===== src/rtl/uart_rx_param.sv =====
// -----------------------------------------------------------------------------
// uart_rx_param
// Parametrised UART receiver with configurable data width (LSB first), optional
// odd/even parity and one or two stop bits. Every bit is sampled three times
// around its centre and decided by majority vote. A start bit whose majority
// reads high is rejected as a glitch.
//
// Parameters
//   CLOCK_HZ   system clock frequency in Hz
//   BAUD       line rate; TICKS = CLOCK_HZ/BAUD clocks per bit (>= 8)
//   DATA_BITS  data bits per frame, 5..9
//   PARITY     0 = none, 1 = odd, 2 = even
//   STOP_BITS  1 or 2
//
// Ports
//   Clock          in   system clock, rising edge
//   Reset          in   asynchronous active-low reset
//   Rx_i           in   serial line, idle high, asynchronous to Clock
//   Data_o         out  last received word, held until the next Done_o
//   Done_o         out  one-cycle pulse, frame complete and Data_o/flags valid
//   ParityError_o  out  parity mismatch on the last frame (0 without parity)
//   FrameError_o   out  any stop bit of the last frame sampled low
//   Busy_o         out  high from start-edge detection until back in IDLE
// -----------------------------------------------------------------------------
module uart_rx_param #(
    parameter int CLOCK_HZ  = 1_000_000,
    parameter int BAUD      = 100_000,
    parameter int DATA_BITS = 8,
    parameter int PARITY    = 0,
    parameter int STOP_BITS = 1
) (
    input  logic                 Clock,
    input  logic                 Reset,
    input  logic                 Rx_i,
    output logic [DATA_BITS-1:0] Data_o,
    output logic                 Done_o,
    output logic                 ParityError_o,
    output logic                 FrameError_o,
    output logic                 Busy_o
);

    localparam int TICKS = CLOCK_HZ / BAUD;
    localparam int MID   = TICKS / 2;
    localparam int TW    = $clog2(TICKS + 1);

    localparam logic [TW-1:0] TICK_LAST = TW'(TICKS - 1);
    localparam logic [TW-1:0] TICK_S0   = TW'(MID - 1);
    localparam logic [TW-1:0] TICK_S1   = TW'(MID);
    localparam logic [TW-1:0] TICK_DEC  = TW'(MID + 1);
    localparam logic [3:0]    DATA_LAST = 4'(DATA_BITS - 1);
    localparam logic [3:0]    STOP_LAST = 4'(STOP_BITS - 1);
    // XOR of data and parity bit that a correct frame produces
    localparam logic          PAR_GOOD  = (PARITY == 1) ? 1'b1 : 1'b0;

    typedef enum logic [2:0] {
        S_IDLE   = 3'd0,
        S_START  = 3'd1,
        S_DATA   = 3'd2,
        S_PARITY = 3'd3,
        S_STOP   = 3'd4,
        S_DONE   = 3'd5
    } state_t;

    // Majority of three samples
    function automatic logic majority3(input logic a, input logic b, input logic c);
        return (a & b) | (a & c) | (b & c);
    endfunction

    // Even-parity reduction of the received data word
    function automatic logic parityOf(input logic [DATA_BITS-1:0] v);
        return ^v;
    endfunction

    state_t                 state_r;
    state_t                 nextState_s;
    logic                   rxMeta_r;
    logic                   rxS_r;
    logic                   rxPrev_r;
    logic [TW-1:0]          tickCnt_r;
    logic [3:0]             bitCnt_r;
    logic                   samp0_r;
    logic                   samp1_r;
    logic [DATA_BITS-1:0]   shift_r;
    logic                   parErrAcc_r;
    logic                   frameErrAcc_r;
    logic [DATA_BITS-1:0]   dataOut_r;
    logic                   done_r;
    logic                   parErrOut_r;
    logic                   frameErrOut_r;
    logic                   busy_r;

    logic                   fallEdge_s;
    logic                   atDecide_s;
    logic                   atBitEnd_s;
    logic                   bitVal_s;

    assign fallEdge_s = rxPrev_r & ~rxS_r;
    assign atDecide_s = (tickCnt_r == TICK_DEC);
    assign atBitEnd_s = (tickCnt_r == TICK_LAST);
    // Third sample is the live synchronised line at the decision tick
    assign bitVal_s   = majority3(samp0_r, samp1_r, rxS_r);

    assign Data_o        = dataOut_r;
    assign Done_o        = done_r;
    assign ParityError_o = parErrOut_r;
    assign FrameError_o  = frameErrOut_r;
    assign Busy_o        = busy_r;

    // Two-flop synchroniser plus previous-value flop for falling-edge detection
    always_ff @(posedge Clock or negedge Reset) begin
        if (!Reset) begin
            rxMeta_r <= 1'b1;
            rxS_r    <= 1'b1;
            rxPrev_r <= 1'b1;
        end else begin
            rxMeta_r <= Rx_i;
            rxS_r    <= rxMeta_r;
            rxPrev_r <= rxS_r;
        end
    end

    // FSM state register
    always_ff @(posedge Clock or negedge Reset) begin
        if (!Reset) begin
            state_r <= S_IDLE;
        end else begin
            state_r <= nextState_s;
        end
    end

    // Next-state logic; the last stop bit exits at its decision tick so a
    // start edge immediately following the stop bit is still caught
    always_comb begin
        nextState_s = state_r;
        case (state_r)
            S_IDLE: begin
                if (fallEdge_s) nextState_s = S_START;
                else            nextState_s = S_IDLE;
            end
            S_START: begin
                if (atDecide_s && bitVal_s) nextState_s = S_IDLE;
                else if (atBitEnd_s)        nextState_s = S_DATA;
                else                        nextState_s = S_START;
            end
            S_DATA: begin
                if (atBitEnd_s && (bitCnt_r == DATA_LAST))
                    nextState_s = (PARITY != 0) ? S_PARITY : S_STOP;
                else
                    nextState_s = S_DATA;
            end
            S_PARITY: begin
                if (atBitEnd_s) nextState_s = S_STOP;
                else            nextState_s = S_PARITY;
            end
            S_STOP: begin
                if (atDecide_s && (bitCnt_r == STOP_LAST)) nextState_s = S_DONE;
                else                                       nextState_s = S_STOP;
            end
            S_DONE:  nextState_s = S_IDLE;
            default: nextState_s = S_IDLE;
        endcase
    end

    // Bit timing: tick counter restarts on every bit and on every state change
    always_ff @(posedge Clock or negedge Reset) begin
        if (!Reset) begin
            tickCnt_r <= '0;
            bitCnt_r  <= 4'd0;
        end else begin
            if ((state_r == S_IDLE) || (nextState_s != state_r) || atBitEnd_s)
                tickCnt_r <= '0;
            else
                tickCnt_r <= tickCnt_r + TW'(1);

            if (nextState_s != state_r)
                bitCnt_r <= 4'd0;
            else if (atBitEnd_s && ((state_r == S_DATA) || (state_r == S_STOP)))
                bitCnt_r <= bitCnt_r + 4'd1;
        end
    end

    // Sample capture, data shifting and per-frame error accumulation
    always_ff @(posedge Clock or negedge Reset) begin
        if (!Reset) begin
            samp0_r       <= 1'b1;
            samp1_r       <= 1'b1;
            shift_r       <= '0;
            parErrAcc_r   <= 1'b0;
            frameErrAcc_r <= 1'b0;
        end else begin
            if (tickCnt_r == TICK_S0) samp0_r <= rxS_r;
            if (tickCnt_r == TICK_S1) samp1_r <= rxS_r;

            if ((state_r == S_IDLE) && fallEdge_s) begin
                parErrAcc_r   <= 1'b0;
                frameErrAcc_r <= 1'b0;
            end

            if ((state_r == S_DATA) && atDecide_s)
                shift_r <= {bitVal_s, shift_r[DATA_BITS-1:1]};

            if ((state_r == S_PARITY) && atDecide_s)
                parErrAcc_r <= ((parityOf(shift_r) ^ bitVal_s) != PAR_GOOD);

            if ((state_r == S_STOP) && atDecide_s && !bitVal_s)
                frameErrAcc_r <= 1'b1;
        end
    end

    // Registered outputs; word and flags load together with the Done pulse
    always_ff @(posedge Clock or negedge Reset) begin
        if (!Reset) begin
            dataOut_r     <= '0;
            done_r        <= 1'b0;
            parErrOut_r   <= 1'b0;
            frameErrOut_r <= 1'b0;
            busy_r        <= 1'b0;
        end else begin
            done_r <= (nextState_s == S_DONE);
            busy_r <= (nextState_s != S_IDLE);
            if (nextState_s == S_DONE) begin
                dataOut_r     <= shift_r;
                parErrOut_r   <= (PARITY != 0) ? parErrAcc_r : 1'b0;
                // Include the stop bit being decided right now
                frameErrOut_r <= frameErrAcc_r | ~bitVal_s;
            end
        end
    end

endmodule


===== config.mk =====
export PLATFORM = sky130hd
export DESIGN_NAME = uart_rx_param
export DESIGN_NICKNAME = d
export VERILOG_FILES = /design/src/rtl/uart_rx_param.sv
export SDC_FILE = /design/constraint.sdc
export NUM_CORES = 1
export LEC_CHECK = 0
export CORE_MARGIN = 8
export CORE_UTILIZATION = 55
export CTS_CLUSTER_DIAMETER = 50
export DETAILED_ROUTE_END_ITERATION = 8
export PLACE_DENSITY = 0.77
export SLEW_MARGIN = 20
export SYNTH_ARGS = -nofsm -noshare
export SYNTH_HDL_FRONTEND = slang
export SYNTH_SLANG_ARGS = --single-unit

===== constraint.sdc =====
create_clock -name Clock -period 3.2 [get_ports Clock]
set_input_delay 0.32 -clock Clock [delete_from_list [all_inputs] [get_ports Clock]]
set_output_delay 0.32 -clock Clock [all_outputs]
set_load 0.1 [all_outputs]

== Yosys cells after proc, flatten, opt, wreduce, memory -nomap -nowiden ==
Index checks and enable logic that the tools add are counted.

* Latch bits: 0
* Word-level logic and storage cells: 65
* Flip-flop bits (word level): 36
* Memories kept: 0
* Memory bits (read-only): 0
* Bits in writable memories: 0

* Shifts and indexed selects: 0
* Equality and inequality tests: 11
* Magnitude comparators: 0
* Bitwise logic cells: 9
* Divide/modulo/power cells: 0
* Multipliers: 0
* Reduce and logical (&&, ||, !) cells: 17
* Add/subtract/negate cells: 2
* Mux-type cells: 12

{| class="wikitable"
|+ Operator list
! kind !! number
|-
| equality test 4 x 3 -> 1 bit (second input constant) || 4
|-
| one-hot mux 3 bit (5 select lines) || 1
|-
| two-way mux 4 bit || 3
|-
| adder 4 x 1 -> 4 bit (second input constant) || 2
|-
| logical AND 1 bit || 8
|-
| equality test 3 x 2 -> 1 bit (second input constant) || 2
|-
| equality test 3 bit (second input constant) || 2
|-
| two-way mux 3 bit || 2
|-
| AND 1 bit || 4
|-
| equality test 4 bit (second input constant) || 1
|-
| zero test 4 bit || 1
|-
| two-way mux 1 bit || 4
|-
| two-way mux 2 bit || 2
|-
| nonzero test 2 bit || 2
|-
| equality test 3 x 1 -> 1 bit (second input constant) || 1
|-
| zero test 3 bit || 1
|-
| logical OR 1 bit || 3
|-
| inequality test 3 bit || 1
|-
| OR 1 bit || 3
|-
| nonzero test 3 bit || 1
|-
| NOT 1 bit || 2
|-
| zero test 1 bit || 1
|}

== Logic depth before layout (Yosys ltp) ==
Gate-level depths: netlist of run 1.

* Depth in word-level cells: 10
* Depth in mapped cells: 7
* Gate-level depth less buffers: 6

== Worst setup path after synthesis of run 1 ==
Ideal clock, no wire load.

* Path type: reg2reg
* Start: register tickCnt_r[0]
* End: register dataOut_r[3], in the netlist Data_o[3]
* Required time: 3.074 ns
* Cell stages (with the launch flop): 7
* Arrival time: 1.601 ns
* Buffers on the path: 1
* Setup slack: 1.473 ns
* Setup time: 0.126 ns
* Path through: dfrtp_1 -> inv_1 -> ha_1 -> and4bb_2 -> nand4_1 -> buf_2 -> mux2_2

* Cells in the longest elaborated chain, start to end: 5
* Elaborated cells between the ends (all ways): 12
* Those cells by class: eq/ne: 3; mux: 6; reduce/logical: 3

{| class="wikitable"
|+ RTL lines
! what !! RTL line !! RTL
|-
| from (decl) || 79 || <nowiki>logic [TW-1:0] tickCnt_r;</nowiki>
|-
| from (signal assigned) || 173 || <nowiki>tickCnt_r <= tickCnt_r + TW'(1);</nowiki>
|-
| equality test 4 bit or equality test 4 x 3 -> 1 bit (tied branches) || 99, 98 ||
|-
| two-way mux 2 bit, or another cell as far along || 142 || <nowiki>else if (atBitEnd_s) nextState_s = S_DATA;</nowiki>
|-
| two-way mux 2 bit, or another cell as far along || 141 || <nowiki>if (atDecide_s && bitVal_s) nextState_s = S_IDLE;</nowiki>
|-
| one-hot mux 3 bit (5 select lines) (*) || 135 || <nowiki>case (state_r)</nowiki>
|-
| equality test 3 bit (*) || 221 || <nowiki>if (nextState_s == S_DONE) begin</nowiki>
|-
| to (signal assigned) || 222 || <nowiki>dataOut_r <= shift_r;</nowiki>
|-
| to (decl) || 86 || <nowiki>logic [DATA_BITS-1:0] dataOut_r;</nowiki>
|}

Every way passes the cells marked *; elsewhere a longest branch is shown, timed or not.
A chain may end at the register's enable or synchronous reset.

== Worst setup path in the final report of run 1 ==
* Start: register dataOut_r[1], in the netlist Data_o[1]
* End: output Data_o[1]

{| class="wikitable"
|+ RTL lines
! what !! RTL line !! RTL
|-
| to (decl) || 35 || <nowiki>output logic [DATA_BITS-1:0] Data_o,</nowiki>
|}

No word-level cell between the ends.

==> summary.md, run 1 <==
| Metric | Value |
|---|---|
| Worst slew pin tran | `between 900 and 1000 ps` |
| Pre-antenna DRT Iters | `4` |
| Post-route setup TNS | `0 ps` |
| Proportion of layout cells with a drive suffix above 1 | `0.227` |
| CTS root buffer | `clkbuf_4` |
| Type of destination of the critical path | `primary output` |
| WHS | `roughly 370 ps` |
| CTS tree | `built` |
| GRT overflow | `0` |
| Ys async rst share | `1.00` |
| Post-synth cell types | `43` |
| Max cap viols | `0` |
| Top FF cell, synth | `dfrtp_1` |
| RePlAce Congestion | `between 0.8 and 0.9` |
| Antenna violations before repair | `0` |
| Overall Global Routing Usage | `0.127` |
| CP Cell Sequence | `clkdlybuf4s50_1` |
| Syn nets | `148` |
| Top cells by count, synth | `31 x dfrtp_1, 10 x inv_1, 10 x mux2_2` |
| H-tree levels | `2` |
| First-pass GRT wire length | `between 5000 and 6000 um` |
| Latest clock arrival within the worst-skew pair | `330 ps` |
| # setup viols final | `0` |
| Number of global-route vias before repair | `between 1000 and 1500` |
| Die area | `0.00511 mm^2` |
| Ports | `15` |
| Tcrit/Tclk final | `0.676` |
| Initial Util | `0.568` |
| Routed WL per cell | `approximately 15 um` |
| Postcts setup bufs | `0` |
| Num CTS Buffers | `5` |
| Longest Clk Path Bufs | `2` |
| Largest net degree at the start of global routing | `37` |
| Post-Synthesis Cells | `about 140` |
| Clock sink count | `36` |
| HPWL after detailed placement | `2110 um` |
| Num rows | `20` |
| Core area | `about 0.0030 mm^2` |
| DRC | `0` |
| Worst-path clk slew | `approximately 100 ps` |
| Seq cells post-synth | `36` |
| CP arrival | `1840 ps` |
| F_max | `462 MHz` |
| CTS resizes | `0` |
| Final min period | `2160 ps` |
| Clock skew | `about 3.7 ps` |
| Max VDD drop | `0.279 mV` |
| YS warnings | `0` |
| Number of nets in the layout | `163` |
| Synth Cell Area | `0.00169 mm^2` |
| Hold_buf cts | `0` |
| Count of final max-slew check failures | `0` |
| Starting DRC count in detailed routing | `59` |
| Worst setup SP type | `register` |
| Fin. Hold Viols | `0` |
| Slew HR | `0.347` |
| Crit Path Class | `register to primary output` |
| Worst Path Required | `2880 ps` |
| Buffers on Ports | `13` |
| Critical path fanouts, max | `2` |
| Most frequent cell after synthesis | `dfrtp_1` |
| Die W | `about 70 um` |
| Worst min path class | `register to register` |
| Area delta synth->final | `11.1%` |
| Lkg Pwr | `0.887 nW` |
| Status | `completed` |
| Final ANT Viol Nets | `0` |
| Yosys top cell area share | `0.459` |
| Power per Cell Area | `593 mW/mm^2` |
| Wirelength, routed | `approximately 2900 um` |
| Chip Height | `approximately 71 um` |
| Via Count | `1079` |
| Yosys top cell by area | `dfrtp_1` |
| RSZ-0062 raised after global routing | `no` |
| CP max-delay cell | `clkdlybuf4s50_1` |
| Leading post-synthesis cells by cell area | `dfrtp_1 46%, dfstp_2 7.8%, mux2_4 7.1%, mux2_2 6.7%, ha_1 4.4%` |
| Post-synth EDFFs | `0` |
| # diodes | `0` |
| Reg-to-reg setup timing slack | `1120 ps` |
| Crit-path max cell delay | `1140 ps` |
| Register area share after synthesis | `0.536` |
| Vias per cell | `5.77` |
| Delay-heaviest family, CP | `buffers and inverters` |
| Mean post-synth cell area | `12.2 um^2` |
| Crit path buf inv count | `1` |
## worst register-to-register path, delay by kind of cell, from the launching register on
kind	cells	cell delay, ps
mux	1	480
buf+inv	1	100
simple gates	2	770
fa+ha+maj	1	190
flops	1	440
## routing by layer
layer,vias to the layer above,GRT usage,wire (um)
li1,512,-,-
met1,548,0.145,1290
met2,14,0.206,1410
met3,5,0.0516,123
met4,0,0.0567,42
met5,-,0,0
## stage by stage
| step | util | worst slack, ps | cells | instance area, um^2 | total power, mW |
|---|---|---|---|---|---|
| 2_1_floorplan | - | 1470 | 139 | 1690 | 0.826 |
| 4_1_cts | 0.631 | 1020 | 187 | 1880 | 1.12 |
| 3_5_place_dp | 0.616 | 1100 | 180 | 1830 | 0.909 |
| 3_3_place_gp | 0.616 | 1210 | 180 | 1830 | 0.890 |
| 5_1_grt | 0.631 | 968 | 187 | 1880 | 1.19 |
| 6_report | 0.631 | 1040 | 187 | 1880 | 1.11 |
## cells in the final DEF, fill, tap and decap left out, types with 4 or more instances in the layout
cell / netlist / layout
a21oi_1: 5 / 5
a31oi_1: 4 / 4
clkbuf_4: 0 / 5
clkdlybuf4s50_1: 0 / 13
dfrtp_1: 31 / 31
dfstp_2: 5 / 5
ha_1: 6 / 6
inv_1: 10 / 10
mux2_2: 10 / 10
mux2_4: 8 / 8
nand2_1: 8 / 8
nand3_1: 4 / 4
nor2_1: 6 / 6
o21ai_0: 4 / 4
xnor2_1: 4 / 4
## report_power, final
| part | total (mW) | internal [mW] | switching, mW |
|---|---|---|---|
| Sequential | 0.591 | 0.519 | 0.0713 |
| Clock | 0.217 | 0.0809 | 0.136 |
| Combinational | 0.306 | 0.115 | 0.191 |
## flip-flops by register name, indices dropped and copies added, names as in the netlist
register / count
samp0_r: 1
Data_o: 8
tickCnt_r: 4
Busy_o: 1
rxPrev_r: 1
Done_o: 1
samp1_r: 1
rxS_r: 1
state_r: 3
frameErrAcc_r: 1
FrameError_o: 1
rxMeta_r: 1
bitCnt_r: 4
shift_r: 8
## final timing paths
path	from	end	cells past startpoint
max	Data_o[1]	Data_o[1]	1
min	rxMeta_r	rxS_r	0
max reg2reg	tickCnt_r[0]	Data_o[6]	5
min reg2reg	rxMeta_r	rxS_r	0
max in group asynchronous	Reset	rxPrev_r	2
min in group asynchronous	Reset	tickCnt_r[0]	2
## area by class of cell
cell class                      count  area (um^2)
Timing Repair Buffer               14          138
Clock buffer                        6         41.3
Sequential cell                    36          907
Inverter                           10         37.5
Tap cell                           33         41.3
Multi-Input combinational cell     87          709
Fill cell                         253         1100
Clock inverter                      1         5.00
## cells by family (layout without fill, tap and decap cells)
family	Yosys count	after routing	share of synthesized area
AO/OA/AOI/OAI	22	22	0.0880
flip-flops	36	36	0.536
adder cells (fa/ha/maj)	7	7	0.0503
multiplexers	19	19	0.143
other	1	1	0.00222
AND/OR/NAND/NOR	33	33	0.109
buffers and inverters	16	31	0.0444
XOR/XNOR	5	5	0.0259
Power figures use the tool's default switching activity.
==> inputs of run 2 (changes only) <==
clock period = 2.1 ns   (was 3.2 ns; I/O delays follow)
==> run 2 against run 1 <==
Net effect: utilization is 1.1 points higher; sequential power grew 51%; final area rose by 1.7%; global-route usage grew 0.20 points; routed wire length increased by 4.3%; worst hold slack worse by 89 ps; clock-buffer cell count is the same; clock power up 120%; cell count rose by 2.7%.
==> summary.md, run 2 (synthesized netlist as in run 1, its figures left out) <==
| Metric | Value |
|---|---|
| Status | `completed` |
| Sw power | `643 uW (+61%)` |
| Crit Path Class | `register to register` |
| Area of the multi-input gates | `709 um^2 (unchanged)` |
| CTS root buffer | `clkbuf_4` |
| Placed Cells | `184 (+2.2%)` |
| RePlAce Congestion | `0.863 (+2.3%)` |
| Initial Util | `0.568 (unchanged)` |
| Power per Cell Area | `986 mW/mm^2 (+66%)` |
| Total power | `1.88 mW (+69%)` |
| Die W | `71.5 um (unchanged)` |
| # diodes | `0 (unchanged)` |
| Latest clock arrival within the worst-skew pair | `330 ps (about the same)` |
| Post-route setup TNS | `0 ps (unchanged)` |
| Num rows | `20 (unchanged)` |
| Worst setup SP type | `register` |
| Buffers on Ports | `13 (unchanged)` |
| CP max-delay cell | `or3_1` |
| Core area | `0.00298 mm^2 (unchanged)` |
| DRC | `0 (unchanged)` |
| Area delta synth->final | `13.0%` |
| Sw Ratio | `0.341 (-0.0165)` |
| FF-to-FF Start | `tickCnt_r[3]` |
| H-tree levels | `2 (unchanged)` |
| Final min period | `about 1900 ps` |
| Wirelength, routed | `3000 um (+4.3%)` |
| Lkg Pwr | `0.942 nW (+6.2%)` |
| Pre-antenna DRT Iters | `4 (unchanged)` |
| Number of nets in the layout | `167 (+2.5%)` |
| Starting DRC count in detailed routing | `50 (-15%)` |
| Tcrit/Tclk final | `0.889` |
| Count of final max-slew check failures | `0 (unchanged)` |
| Clock sink count | `36 (unchanged)` |
| Pint | `1.24 mW (+74%)` |
| Commonest non-fill, non-tap cells in the layout | `31 x dfrtp_1, 16 x buf_4, 10 x inv_1, 10 x mux2_2` |
| Critical path fanouts, max | `8 (+6)` |
| Fin. Hold Viols | `0 (unchanged)` |
| Max cap viols | `0 (unchanged)` |
| CTS tree | `built` |
| Final Non-Filler Cells | `192 (+2.7%)` |
| Clock group share of total power | `0.251 (+0.056)` |
| Reg-to-reg setup timing slack | `230 ps (-890 ps)` |
| HPWL after detailed placement | `2140 um (+1.5%)` |
| Worst-path clk slew | `110 ps (about the same)` |
| Number of global-route vias before repair | `1182 (+4.6%)` |
| Worst R2R End | `shift_r[7]` |
| Fillcell total | `224 (-11%)` |
| Max VDD drop | `0.561 mV (+100%)` |
| # setup viols final | `0 (unchanged)` |
| Combinational Power Share | `0.275 (about the same)` |
| Most common cell after layout, fill and taps aside | `dfrtp_1` |
| Num CTS Buffers | `5 (unchanged)` |
| Crit-path max cell delay | `570 ps (-570 ps)` |
| Worst reg-to-reg path cell count | `4 (-1)` |
| Routed WL per cell | `15.6 um (+1.6%)` |
| Antenna violations before repair | `0 (unchanged)` |
| Proportion of layout cells with a drive suffix above 1 | `0.321 (+0.0935)` |
| Worst Path Required | `2330 ps (-550 ps)` |
| Die area | `0.00511 mm^2 (unchanged)` |
| Final core area utilization | `0.642 (+0.0109)` |
| Sequential Power Share | `0.474 (-0.056)` |
| Longest Clk Path Bufs | `2 (unchanged)` |
| Reg area | `907 um^2 (unchanged)` |
| Largest net degree at the start of global routing | `37 (unchanged)` |
| Hold_buf cts | `0 (unchanged)` |
| CP arrival | `2100 ps (+260 ps)` |
| First-pass GRT wire length | `5300 um (+3.5%)` |
| GRT overflow | `0 (unchanged)` |
| RSZ-0062 raised after global routing | `no` |
| Chip Height | `71.5 um (unchanged)` |
| CP Cell Sequence | `and2b_2, nand2_2, or3_1, mux2_4` |
| Vias per cell | `5.63 (-2.4%)` |
| Clock skew | `7.12 ps (+3.39 ps)` |
| Type of destination of the critical path | `register` |
| Final ANT Viol Nets | `0 (unchanged)` |
| Ports | `15 (unchanged)` |
| Postcts setup bufs | `0 (unchanged)` |
| Overall Global Routing Usage | `0.129 (+0.00202)` |
| Via Count | `1081 (+0.19%)` |
| Worst min path class | `input pin to async pin` |
| F_max | `536 MHz` |
| CTS resizes | `0 (unchanged)` |
==> run 2: cell count changes in the layout (fill, tap and decap cells not counted) <==
cell             change
bufinv_16            +1
buf_4               +15
clkdlybuf4s50_1     -11
==> run 2: routing by layer <==
| metal | vias up | share of wire | GRT usage |
|---|---|---|---|
| li1 | 517 | - | - |
| met1 | 532 | 0.47 | 0.155 |
| met2 | 25 | 0.48 | 0.203 |
| met3 | 7 | 0.042 | 0.0446 |
| met4 | 0 | 0.017 | 0.0635 |
| met5 | - | 0 | 0 |
==> run 2: metrics by stage <==
stage                     hold slack (ps)  worst slack (ps)  area, um^2
after floorplan                     -85.6               373        1690
after global placement                347               319        1840
after detailed placement              348               243        1840
after CTS                             269               227        1910
after global routing                  261              98.1        1910
final                                 279               233        1910
==> run 2: layout make-up <==
| cell class | instances | area share |
|---|---|---|
| sequential | 36 | 0.474 |
| multi-input combinational | 87 | 0.371 |
| timing repair buffer | 18 | 0.0733 |
| clock buffer | 6 | 0.0216 |
| tap | 33 | 0.0216 |
| inverter | 10 | 0.0196 |
| clock inverter | 2 | 0.0183 |
==> run 2: power groups by stage <==
stage / Clock (mW) / Combinational [mW] / Sequential, mW
finish: 0.472 / 0.519 / 0.893
global route: 0.518 / 0.579 / 0.909
CTS: 0.485 / 0.517 / 0.892
detailed placement: 0 / 0.516 / 0.906
global placement: 0 / 0.489 / 0.898
floorplan: 0 / 0.359 / 0.900
==> run 2: how the worst max path moves through the flow <==
stage                       from           to  slack (ps)  depth (start not counted)
floorplan           tickCnt_r[0]    Data_o[3]         370                          6
global placement    tickCnt_r[0]   shift_r[4]         320                          5
detailed placement  tickCnt_r[0]   shift_r[3]         240                          5
CTS                 tickCnt_r[0]   shift_r[7]         230                          5
global route        tickCnt_r[1]  bitCnt_r[0]         100                          7
finish              tickCnt_r[3]   shift_r[7]         230                          4
==> run 2: critical path, delay by kind of cell (launching register included) <==
family	cells	cell delay [ps]
flip-flops	1	430
AND/OR/NAND/NOR	3	970
multiplexers	1	370
